<file path="src/rtl/mips_pipeline_pkg.sv">
// Shared definitions for the pipelined MIPS core: ID/EX bundle widths, control
// bundle layout and the Control unit decode used by the ID stage.
package mips_pipeline_pkg;

    localparam int DATA_W    = 32;
    localparam int RF_DEPTH  = 32;
    localparam int REG_IDX_W = 5;
    localparam int INSTR_W   = 32;
    localparam int CTRL_W    = 16;
    localparam int IMM_W     = 16;
    localparam int JUMP_W    = 26;
    localparam int SHAMT_W   = 5;
    localparam int FUNCT_W   = 6;
    localparam int OPCODE_W  = 6;

    localparam logic [INSTR_W-1:0]   NOP_INSTR = 32'h0;
    localparam logic [REG_IDX_W-1:0] REG_RA    = 5'd31;

    // Bit positions inside the 16-bit control bundle
    localparam int CTRL_REG_WRITE      = 0;
    localparam int CTRL_ALU_SRC        = 1;
    localparam int CTRL_ALUOP_LSB      = 2;
    localparam int CTRL_MEM_TO_REG_LSB = 6;
    localparam int CTRL_MEM_WRITE      = 8;
    localparam int CTRL_MEM_READ       = 9;
    localparam int CTRL_BNE            = 10;
    localparam int CTRL_BEQ            = 11;
    localparam int CTRL_JUMP_LSB       = 12;
    localparam int CTRL_REG_DST_LSB    = 14;

    typedef enum logic [1:0] {
        REG_DST_RT = 2'b00,
        REG_DST_RD = 2'b01,
        REG_DST_RA = 2'b10
    } reg_dst_e;

    typedef enum logic [1:0] {
        JUMP_NONE = 2'b00,
        JUMP_IMM  = 2'b01,
        JUMP_REG  = 2'b10
    } jump_e;

    typedef enum logic [1:0] {
        WB_ALU = 2'b00,
        WB_MEM = 2'b01,
        WB_PC4 = 2'b10
    } wb_src_e;

    typedef enum logic [3:0] {
        ALU_ADD   = 4'd0,
        ALU_SUB   = 4'd1,
        ALU_AND   = 4'd2,
        ALU_OR    = 4'd3,
        ALU_XOR   = 4'd4,
        ALU_SLT   = 4'd5,
        ALU_LUI   = 4'd6,
        ALU_FUNCT = 4'd7
    } aluop_e;

    localparam logic [OPCODE_W-1:0] OP_RTYPE = 6'h00;
    localparam logic [OPCODE_W-1:0] OP_J     = 6'h02;
    localparam logic [OPCODE_W-1:0] OP_JAL   = 6'h03;
    localparam logic [OPCODE_W-1:0] OP_BEQ   = 6'h04;
    localparam logic [OPCODE_W-1:0] OP_BNE   = 6'h05;
    localparam logic [OPCODE_W-1:0] OP_ADDI  = 6'h08;
    localparam logic [OPCODE_W-1:0] OP_ADDIU = 6'h09;
    localparam logic [OPCODE_W-1:0] OP_SLTI  = 6'h0A;
    localparam logic [OPCODE_W-1:0] OP_ANDI  = 6'h0C;
    localparam logic [OPCODE_W-1:0] OP_ORI   = 6'h0D;
    localparam logic [OPCODE_W-1:0] OP_XORI  = 6'h0E;
    localparam logic [OPCODE_W-1:0] OP_LUI   = 6'h0F;
    localparam logic [OPCODE_W-1:0] OP_LW    = 6'h23;
    localparam logic [OPCODE_W-1:0] OP_SW    = 6'h2B;

    localparam logic [FUNCT_W-1:0] FUNCT_JR = 6'h08;

    // Field order matches the ctrl_EX port, MSB first
    typedef struct packed {
        logic [1:0] reg_dst;
        logic [1:0] jump;
        logic       beq;
        logic       bne;
        logic       mem_read;
        logic       mem_write;
        logic [1:0] mem_to_reg;
        logic [3:0] aluop;
        logic       alu_src;
        logic       reg_write;
    } ctrl_t;

    // The all-zero NOP decodes to an empty bundle so it is indistinguishable from a bubble
    function automatic ctrl_t control_unit(input logic [INSTR_W-1:0] instr);
        ctrl_t c;
        c = '0;
        if (instr != NOP_INSTR) begin
            case (instr[31:26])
                OP_RTYPE: begin
                    if (instr[5:0] == FUNCT_JR) begin
                        c.jump = JUMP_REG;
                    end else begin
                        c.reg_dst   = REG_DST_RD;
                        c.aluop     = ALU_FUNCT;
                        c.reg_write = 1'b1;
                    end
                end
                OP_J: c.jump = JUMP_IMM;
                OP_JAL: begin
                    c.jump       = JUMP_IMM;
                    c.reg_dst    = REG_DST_RA;
                    c.mem_to_reg = WB_PC4;
                    c.reg_write  = 1'b1;
                end
                OP_BEQ: begin
                    c.beq   = 1'b1;
                    c.aluop = ALU_SUB;
                end
                OP_BNE: begin
                    c.bne   = 1'b1;
                    c.aluop = ALU_SUB;
                end
                OP_ADDI, OP_ADDIU, OP_SLTI, OP_ANDI, OP_ORI, OP_XORI, OP_LUI: begin
                    c.alu_src   = 1'b1;
                    c.reg_write = 1'b1;
                    case (instr[31:26])
                        OP_SLTI: c.aluop = ALU_SLT;
                        OP_ANDI: c.aluop = ALU_AND;
                        OP_ORI:  c.aluop = ALU_OR;
                        OP_XORI: c.aluop = ALU_XOR;
                        OP_LUI:  c.aluop = ALU_LUI;
                        default: c.aluop = ALU_ADD;
                    endcase
                end
                OP_LW: begin
                    c.mem_read   = 1'b1;
                    c.mem_to_reg = WB_MEM;
                    c.alu_src    = 1'b1;
                    c.reg_write  = 1'b1;
                    c.aluop      = ALU_ADD;
                end
                OP_SW: begin
                    c.mem_write = 1'b1;
                    c.alu_src   = 1'b1;
                    c.aluop     = ALU_ADD;
                end
                default: c = '0;
            endcase
        end
        return c;
    endfunction

endpackage

</file>
<file path="src/rtl/register_file_bypass.sv">
// 32x32 register file with combinational reads, $0 hardwired to zero and a
// write-through bypass so a same-cycle WB write is visible to ID.
module register_file_bypass
    import mips_pipeline_pkg::*;
#(
    parameter int NBITS = DATA_W,
    parameter int NREGS = RF_DEPTH
) (
    input  logic                     clk,
    input  logic                     reset,
    input  logic [$clog2(NREGS)-1:0] read_reg_1,
    input  logic [$clog2(NREGS)-1:0] read_reg_2,
    input  logic                     reg_write,
    input  logic [$clog2(NREGS)-1:0] write_reg,
    input  logic [NBITS-1:0]         write_data,
    output logic [NBITS-1:0]         read_data_1,
    output logic [NBITS-1:0]         read_data_2
);

    logic [NBITS-1:0] regs [NREGS];
    logic             write_en;

    assign write_en = reg_write && (write_reg != '0);

    always_ff @(posedge clk) begin
        if (reset) begin
            for (int i = 0; i < NREGS; i++) begin
                regs[i] <= '0;
            end
        end else if (write_en) begin
            regs[write_reg] <= write_data;
        end
    end

    always_comb begin
        read_data_1 = regs[read_reg_1];
        if (read_reg_1 == '0) begin
            read_data_1 = '0;
        end else if (write_en && (write_reg == read_reg_1)) begin
            read_data_1 = write_data;
        end
    end

    always_comb begin
        read_data_2 = regs[read_reg_2];
        if (read_reg_2 == '0) begin
            read_data_2 = '0;
        end else if (write_en && (write_reg == read_reg_2)) begin
            read_data_2 = write_data;
        end
    end

endmodule

</file>
<file path="src/rtl/id_stage.sv">
// Instruction-decode stage: IF/ID register, register file, decode, load-use
// hazard detection and the registered ID/EX bundle.
module id_stage
    import mips_pipeline_pkg::*;
#(
    parameter int NBITS = DATA_W,
    parameter int NREGS = RF_DEPTH
) (
    input  logic                 clk,
    input  logic                 reset,
    input  logic [INSTR_W-1:0]   instruction_IF,
    input  logic [NBITS-1:0]     pc_plus_4_IF,
    input  logic                 flush_M,
    input  logic                 reg_write_WB,
    input  logic [REG_IDX_W-1:0] write_reg_WB,
    input  logic [NBITS-1:0]     write_data_WB,
    output logic                 stall_IF,
    output logic [CTRL_W-1:0]    ctrl_EX,
    output logic [NBITS-1:0]     pc_plus_4_EX,
    output logic [NBITS-1:0]     read_data_1_EX,
    output logic [NBITS-1:0]     read_data_2_EX,
    output logic [NBITS-1:0]     immediate_EX,
    output logic [JUMP_W-1:0]    jump_field_EX,
    output logic [REG_IDX_W-1:0] rs_EX,
    output logic [REG_IDX_W-1:0] rt_EX,
    output logic [REG_IDX_W-1:0] rd_EX,
    output logic [SHAMT_W-1:0]   shamt_EX,
    output logic [FUNCT_W-1:0]   funct_EX
);

    logic [INSTR_W-1:0]   ifid_instr;
    logic [NBITS-1:0]     ifid_pc;
    logic [REG_IDX_W-1:0] ifid_rs;
    logic [REG_IDX_W-1:0] ifid_rt;
    logic [NBITS-1:0]     read_data_1_ID;
    logic [NBITS-1:0]     read_data_2_ID;
    logic [NBITS-1:0]     immediate_ID;
    ctrl_t                ctrl_ID;

    assign ifid_rs      = ifid_instr[25:21];
    assign ifid_rt      = ifid_instr[20:16];
    assign ctrl_ID      = control_unit(ifid_instr);
    assign immediate_ID = {{(NBITS-IMM_W){ifid_instr[15]}}, ifid_instr[15:0]};

    // Uses only registered state, so there is no combinational path from instruction_IF
    assign stall_IF = ctrl_EX[CTRL_MEM_READ] && (rt_EX != '0)
                   && ((rt_EX == ifid_rs) || (rt_EX == ifid_rt)) && !flush_M;

    register_file_bypass #(
        .NBITS (NBITS),
        .NREGS (NREGS)
    ) u_register_file (
        .clk         (clk),
        .reset       (reset),
        .read_reg_1  (ifid_rs),
        .read_reg_2  (ifid_rt),
        .reg_write   (reg_write_WB),
        .write_reg   (write_reg_WB),
        .write_data  (write_data_WB),
        .read_data_1 (read_data_1_ID),
        .read_data_2 (read_data_2_ID)
    );

    always_ff @(posedge clk) begin
        if (reset || flush_M) begin
            ifid_instr <= NOP_INSTR;
            ifid_pc    <= '0;
        end else if (!stall_IF) begin
            ifid_instr <= instruction_IF;
            ifid_pc    <= pc_plus_4_IF;
        end
    end

    // A stall injects an all-zero bubble; clearing mem_read is what ends the stall next cycle
    always_ff @(posedge clk) begin
        if (reset || flush_M || stall_IF) begin
            ctrl_EX        <= '0;
            pc_plus_4_EX   <= '0;
            read_data_1_EX <= '0;
            read_data_2_EX <= '0;
            immediate_EX   <= '0;
            jump_field_EX  <= '0;
            rs_EX          <= '0;
            rt_EX          <= '0;
            rd_EX          <= '0;
            shamt_EX       <= '0;
            funct_EX       <= '0;
        end else begin
            ctrl_EX        <= ctrl_ID;
            pc_plus_4_EX   <= ifid_pc;
            read_data_1_EX <= read_data_1_ID;
            read_data_2_EX <= read_data_2_ID;
            immediate_EX   <= immediate_ID;
            jump_field_EX  <= ifid_instr[25:0];
            rs_EX          <= ifid_rs;
            rt_EX          <= ifid_rt;
            rd_EX          <= ifid_instr[15:11];
            shamt_EX       <= ifid_instr[10:6];
            funct_EX       <= ifid_instr[5:0];
        end
    end

endmodule

</file>
<file path="config.mk">
export PLATFORM = sky130hd
export DESIGN_NAME = id_stage
export DESIGN_NICKNAME = d
export VERILOG_FILES = /design/src/rtl/mips_pipeline_pkg.sv /design/src/rtl/register_file_bypass.sv /design/src/rtl/id_stage.sv
export SDC_FILE = /design/constraint.sdc
export NUM_CORES = 2
export LEC_CHECK = 0
export CAP_MARGIN = 10
export CORE_UTILIZATION = 40
export DETAILED_ROUTE_END_ITERATION = 10
export PLACE_DENSITY = 0.67
export SLEW_MARGIN = 0
export SYNTH_ARGS = -nofsm -noshare
export SYNTH_HDL_FRONTEND = slang
export SYNTH_SLANG_ARGS = --single-unit
</file>
<file path="constraint.sdc">
create_clock -name clk -period 4 [get_ports clk]
set_input_delay 0.6 -clock clk [delete_from_list [all_inputs] [get_ports clk]]
set_output_delay 0.6 -clock clk [all_outputs]
set_load 0.05 [all_outputs]
</file>
# ---- Yosys cells after proc, flatten, opt, wreduce, memory -nomap -nowiden
# Memories as Yosys holds them, arrays and structs flattened. A register that Yosys moved wholly into a read port is not among the register bits.
# Cells that the tools add are included.
dict set report totals {
  ff_bits 180
  ram_bits 1024
  input_bits 105
  wordCells 75
  mem_count 1
}
dict set report op_classes {
  eq_ne 16
  mux 23
  bitwise_logic 1
  n_reduce_logical 23
}
# name words word_bits rd rd_clocked_by_memory_dff write_ports line
set mem_list {}
lappend mem_list {u_register_file.regs 32 32 2 2 32 register_file_bypass.sv:20} ;# logic [NBITS-1:0] regs [NREGS];
# operator n
set op_table {}
lappend op_table {{6-bit by 4-bit == test with 1-bit output, second input constant} 8}
lappend op_table {{32-bit two-way mux} 1}
lappend op_table {{32-bit nonzero test} 1}
lappend op_table {{32-bit OR reduction} 1}
lappend op_table {{9-bit OR reduction} 2}
lappend op_table {{3-bit case mux with 5 select lines} 1}
lappend op_table {{1-bit two-way mux} 13}
lappend op_table {{6-bit by 2-bit == test with 1-bit output, second input constant} 2}
lappend op_table {{6-bit by 3-bit == test with 1-bit output, second input constant} 2}
lappend op_table {{6-bit == test, second input constant} 2}
lappend op_table {{2-bit case mux with 2 select lines} 3}
lappend op_table {{4-bit case mux with 3 select lines} 1}
lappend op_table {{5-bit == test} 2}
lappend op_table {{5-bit zero test} 2}
lappend op_table {{5-bit nonzero test} 2}
lappend op_table {{2-bit OR reduction} 5}
lappend op_table {{7-bit OR reduction} 1}
lappend op_table {{6-bit zero test} 1}
lappend op_table {{5-bit two-way mux} 1}
lappend op_table {{1-bit logical AND} 4}
lappend op_table {{1-bit logical OR} 3}
lappend op_table {{3-bit two-way mux} 1}
lappend op_table {{2-bit two-way mux} 1}
lappend op_table {{1-bit case mux with 2 select lines} 1}
lappend op_table {{other kinds (2)} 2}

# ---- Longest topological paths before layout
dict set report logic_depth {
  depth_word 7
  depth_mapped 11
}

# ---- By module
# Synthesis repeated with hierarchy kept, for this count alone.
dict set report hier_totals {
  cells_unflattened 4626
  hier_area_um2 62718.9
}
# module n_inst cells_each area_per_inst_um2 seq_area_each_um2
set modules_own_cells {}
lappend modules_own_cells {register_file_bypass 1 3918 55723.4 30749.5}
lappend modules_own_cells {id_stage 1 708 6995.5 4003.8}

# ---- Worst setup path after synthesis
# No wires, ideal clock.
dict set report synth_timing {
  path_kind {register to output}
  from {register, netlist name jump_field_EX[18]}
  to {output port stall_IF}
  t_arrival_ns 1.897
  required_ns 3.400
  slack_ns 1.503
  stages_incl_launch_ff 6
  path_buffers 1
  cell_sequence {dfxtp_1 -> xor2_1 -> nor3_1 -> a22oi_1 -> nor4_1 -> buf_2}
}
# element line
set synth_rtl {}
lappend synth_rtl {{end: declaration} id_stage.sv:17} ;# output logic stall_IF,

# ---- Final worst setup path
dict set report layout_timing {
  from {register ifid_instr[21]}
  to {output port stall_IF}
}
dict set report layout_between {
  elab_chain_len 4
}
# element line
set layout_lines {}
lappend layout_lines {{start: declaration} id_stage.sv:31} ;# logic [INSTR_W-1:0] ifid_instr;
lappend layout_lines {{start signal: assignment} id_stage.sv:69} ;# ifid_instr <= instruction_IF;
lappend layout_lines {{5-bit == test} id_stage.sv:47} ;# && ((rt_EX == ifid_rs) || (rt_EX == ifid_rt)) && !flush_M;
lappend layout_lines {{1-bit logical OR} id_stage.sv:47}
lappend layout_lines {{1-bit logical AND (2 in a row)} id_stage.sv:47}
# Every way passes these cells.

==> impl_metrics.toml <==
[placed_design]
dp_cells = 6161
dpl-instance-area_mm2 = 0.0671
dp_hpwl_um = 129000
port_buffers = 300
place_congestion = 0.876
pre_cts_slack_ns = 0.532

[final_layout]
final_util_pct = 46.8
seq_area_mm2 = 0.0348
fill_cells = 12918
final_cells = 6421
multi_input_comb_area_mm2 = 0.0249
nets = 4375
area_growth_pct = 15.9
drive_gt1_share_pct = 24.4
postLayoutCellArea_mm2 = 0.0713
most-common-layout-cells = "and2_1 (1051), edfxtp_1 (1024), mux4_2 (536)"
final_common_cell = "and2_1"

[sta]
max_freq_ghz = 0.276
drv_slew = 0
worst_slack_ns = 0.373
finalCritPeriodShare_pct = 90.7
period_minus_slack_ns = 3.63
skew_ns = 0.0352
relSlewSlack_pct = 15.7
rsz0062_at_grt = "false"
setup_violations = 0
fin_tns_setup_ns = 0
timing.final.hold_violations = 0
worst_hold_slack_ns = 0.260
worstMarginPinSlew_ns = 1.26

[outcome]
status = "complete, no violations"

[clocking]
clkTransAtPathRegs_ns = 0.06
clock-sinks = 1225
postCtsSetupRepairBufs = 0
cts.repair.resized = 0
cts_hold_buffers = 0
cts_buffers = 136
clkLatencyLatePin_ns = 0.79
cts_buffer_depth = 3
root_buffer = "clkbuf_16"
cts_tree = "done"
cts_max_level = 4

[route]
ant_nets = 0
via_count = 40264
totalWireLength_um = 214000
avgViaCountPerCell = 6.27
drcViolationCount = 0
drt_iter0_markers = 6568
dr.pass1.iters = 5
post_drt_wl_per_cell_um = 33.4

[synthesis]
yosys_warnings = 0
synth_cell_types = 49
syn_avg_cell_area_um2 = 15.0
netlist_area_mm2 = 0.0616
ys_ff_latch = 1225
netlist_instances = 4104
async_reset_ff_share_pct = 0
synth_enable_flop_cells = 1024
synthFlopType = "edfxtp_1"
synth.yosys.seq_area_share_pct = 56.5

[die]
ioPinCount = 302
die_w_um = 394
core_area_mm2 = 0.152
fp.dieH_um = 394
start_util_pct = 40.4
die_area_mm2 = 0.155
rows = 143

[power_and_ir_drop]
p_total_mw = 30.1
max-vdd-ir-drop_mv = 0.460
swShare_pct = 24.9
pwr-share-comb_pct = 10.6
power_density_mw_per_mm2 = 422
leakagePower_nw = 23.4
pwr-share-seq_pct = 49.4
p_clk_share_pct = 39.9
p_int_mw = 22.6
power.switching_mw = 7.49

[critical_path]
cp-end-kind = "primary output"
worstPathMaxFanout = 42
worstPathRequired_ns = 3.40
startpoint = "ifid_instr[21]"
timing.rr.start = "ifid_instr[21]"
critPathKind = "flip-flop to primary output"
cp-start-kind = "flip-flop"
arrival_ns = 3.03

[grt]
grtUsageMet1_pct = 37.4
grtUsageTotal_pct = 27.2
use_met2_pct = 40.3
grt_pass1_wl_um = 299000
grt_max_degree = 98
grt_overflow_total = 0
grt_pass1_vias = 38871
grt_antenna_before_repair = 23
top_usage_layer = "met2"
use_met3_pct = 8.96

[worst_hold_path]
worstHoldStart = "reset"
min_path_type = "input port to flip-flop"

[run]
drv_cap = 0
==> synthesized netlist by cell type, drive strengths merged (11+ instances only) <==
master | instances | area share, %
nor3 | 51 | 0.41
edfxtp | 1024 | 50
nor2 | 122 | 0.74
nand3 | 17 | 0.14
mux4 | 536 | 20
a221oi | 23 | 0.33
nand2 | 18 | 0.11
dfxtp | 201 | 6.5
buf | 178 | 1.7
and2 | 1051 | 11
a211oi | 22 | 0.27
xor2 | 18 | 0.26
a21oi | 38 | 0.31
or2 | 35 | 0.36
mux2 | 78 | 1.4
a21boi | 20 | 0.24
clkbuf | 301 | 1.8
o22ai | 40 | 0.41
mux2i | 169 | 2.7
a22o | 32 | 0.46
o21ai | 20 | 0.16
nor2b | 24 | 0.24
a22oi | 11 | 0.13
==> power by group through the flow <==
stage                     Sequential [mW]  Combinational [mW]  Clock, mW
final                                14.9                3.19       12.0
after global routing                 15.0                3.29       12.6
after CTS                            14.9                3.16       12.1
after detailed placement             15.1                3.14          0
after global placement               15.1                3.12          0
after floorplan                      15.1                1.84          0
==> state kept, by name, summed over array words and instances (netlist names) <==
name / cells
u_register_file.regs: 1024
ifid_instr: 32
ifid_pc: 32
pc_plus_4_EX: 32
read_data_1_EX: 32
read_data_2_EX: 32
ctrl_EX: 15
immediate_EX: 15
jump_field_EX: 11
==> routing by layer <==
metal | wire (um) | share of wire, % | vias up
met5 | 63 | 0.029 | -
met3 | 31500 | 15 | 487
met1 | 79900 | 37 | 20763
li1 | - | - | 15829
met4 | 7990 | 3.7 | 10
met2 | 94800 | 44 | 3175
==> worst max-delay path: stages, from the launching register on <==
cell	delay, ns
dfxtp_4	0.78
xor2_1	0.14
nor3_1	0.21
a22oi_1	0.14
nor4_2	0.38
buf_12	0.33
buf_12	0.18
==> worst paths after layout <==
path,depth (start not counted),slack [ns],endpoint
min reg2reg,1,0.45,pc_plus_4_EX[25]
min,1,0.26,u_register_file.regs[0][8]
max reg2reg,5,0.72,read_data_1_EX[30]
max,6,0.37,stall_IF
==> cell type report <==
cell class | count | area share [%]
clock inverter | 67 | 0.709
antenna | 19 | 0.0667
timing repair buffer | 475 | 6.74
sequential | 1225 | 48.8
tap | 2030 | 3.56
multi-input combinational | 2427 | 35.0
clock buffer | 173 | 5.13
inverter | 5 | 0.0263
==> cells by family (layout without fill, tap and decap cells) <==
kind of cell | Yosys count | count (layout) | synth area share [%]
AND/OR/NAND/NOR | 1350 | 1350 | 13.1
flip-flops | 1225 | 1225 | 56.5
multiplexers | 783 | 783 | 23.8
buffers and inverters | 484 | 720 | 3.61
AO/OA/AOI/OAI | 241 | 241 | 2.76
XOR/XNOR | 20 | 20 | 0.285
other | 1 | 52 | 0.00609
Power figures use the tool's default switching activity.
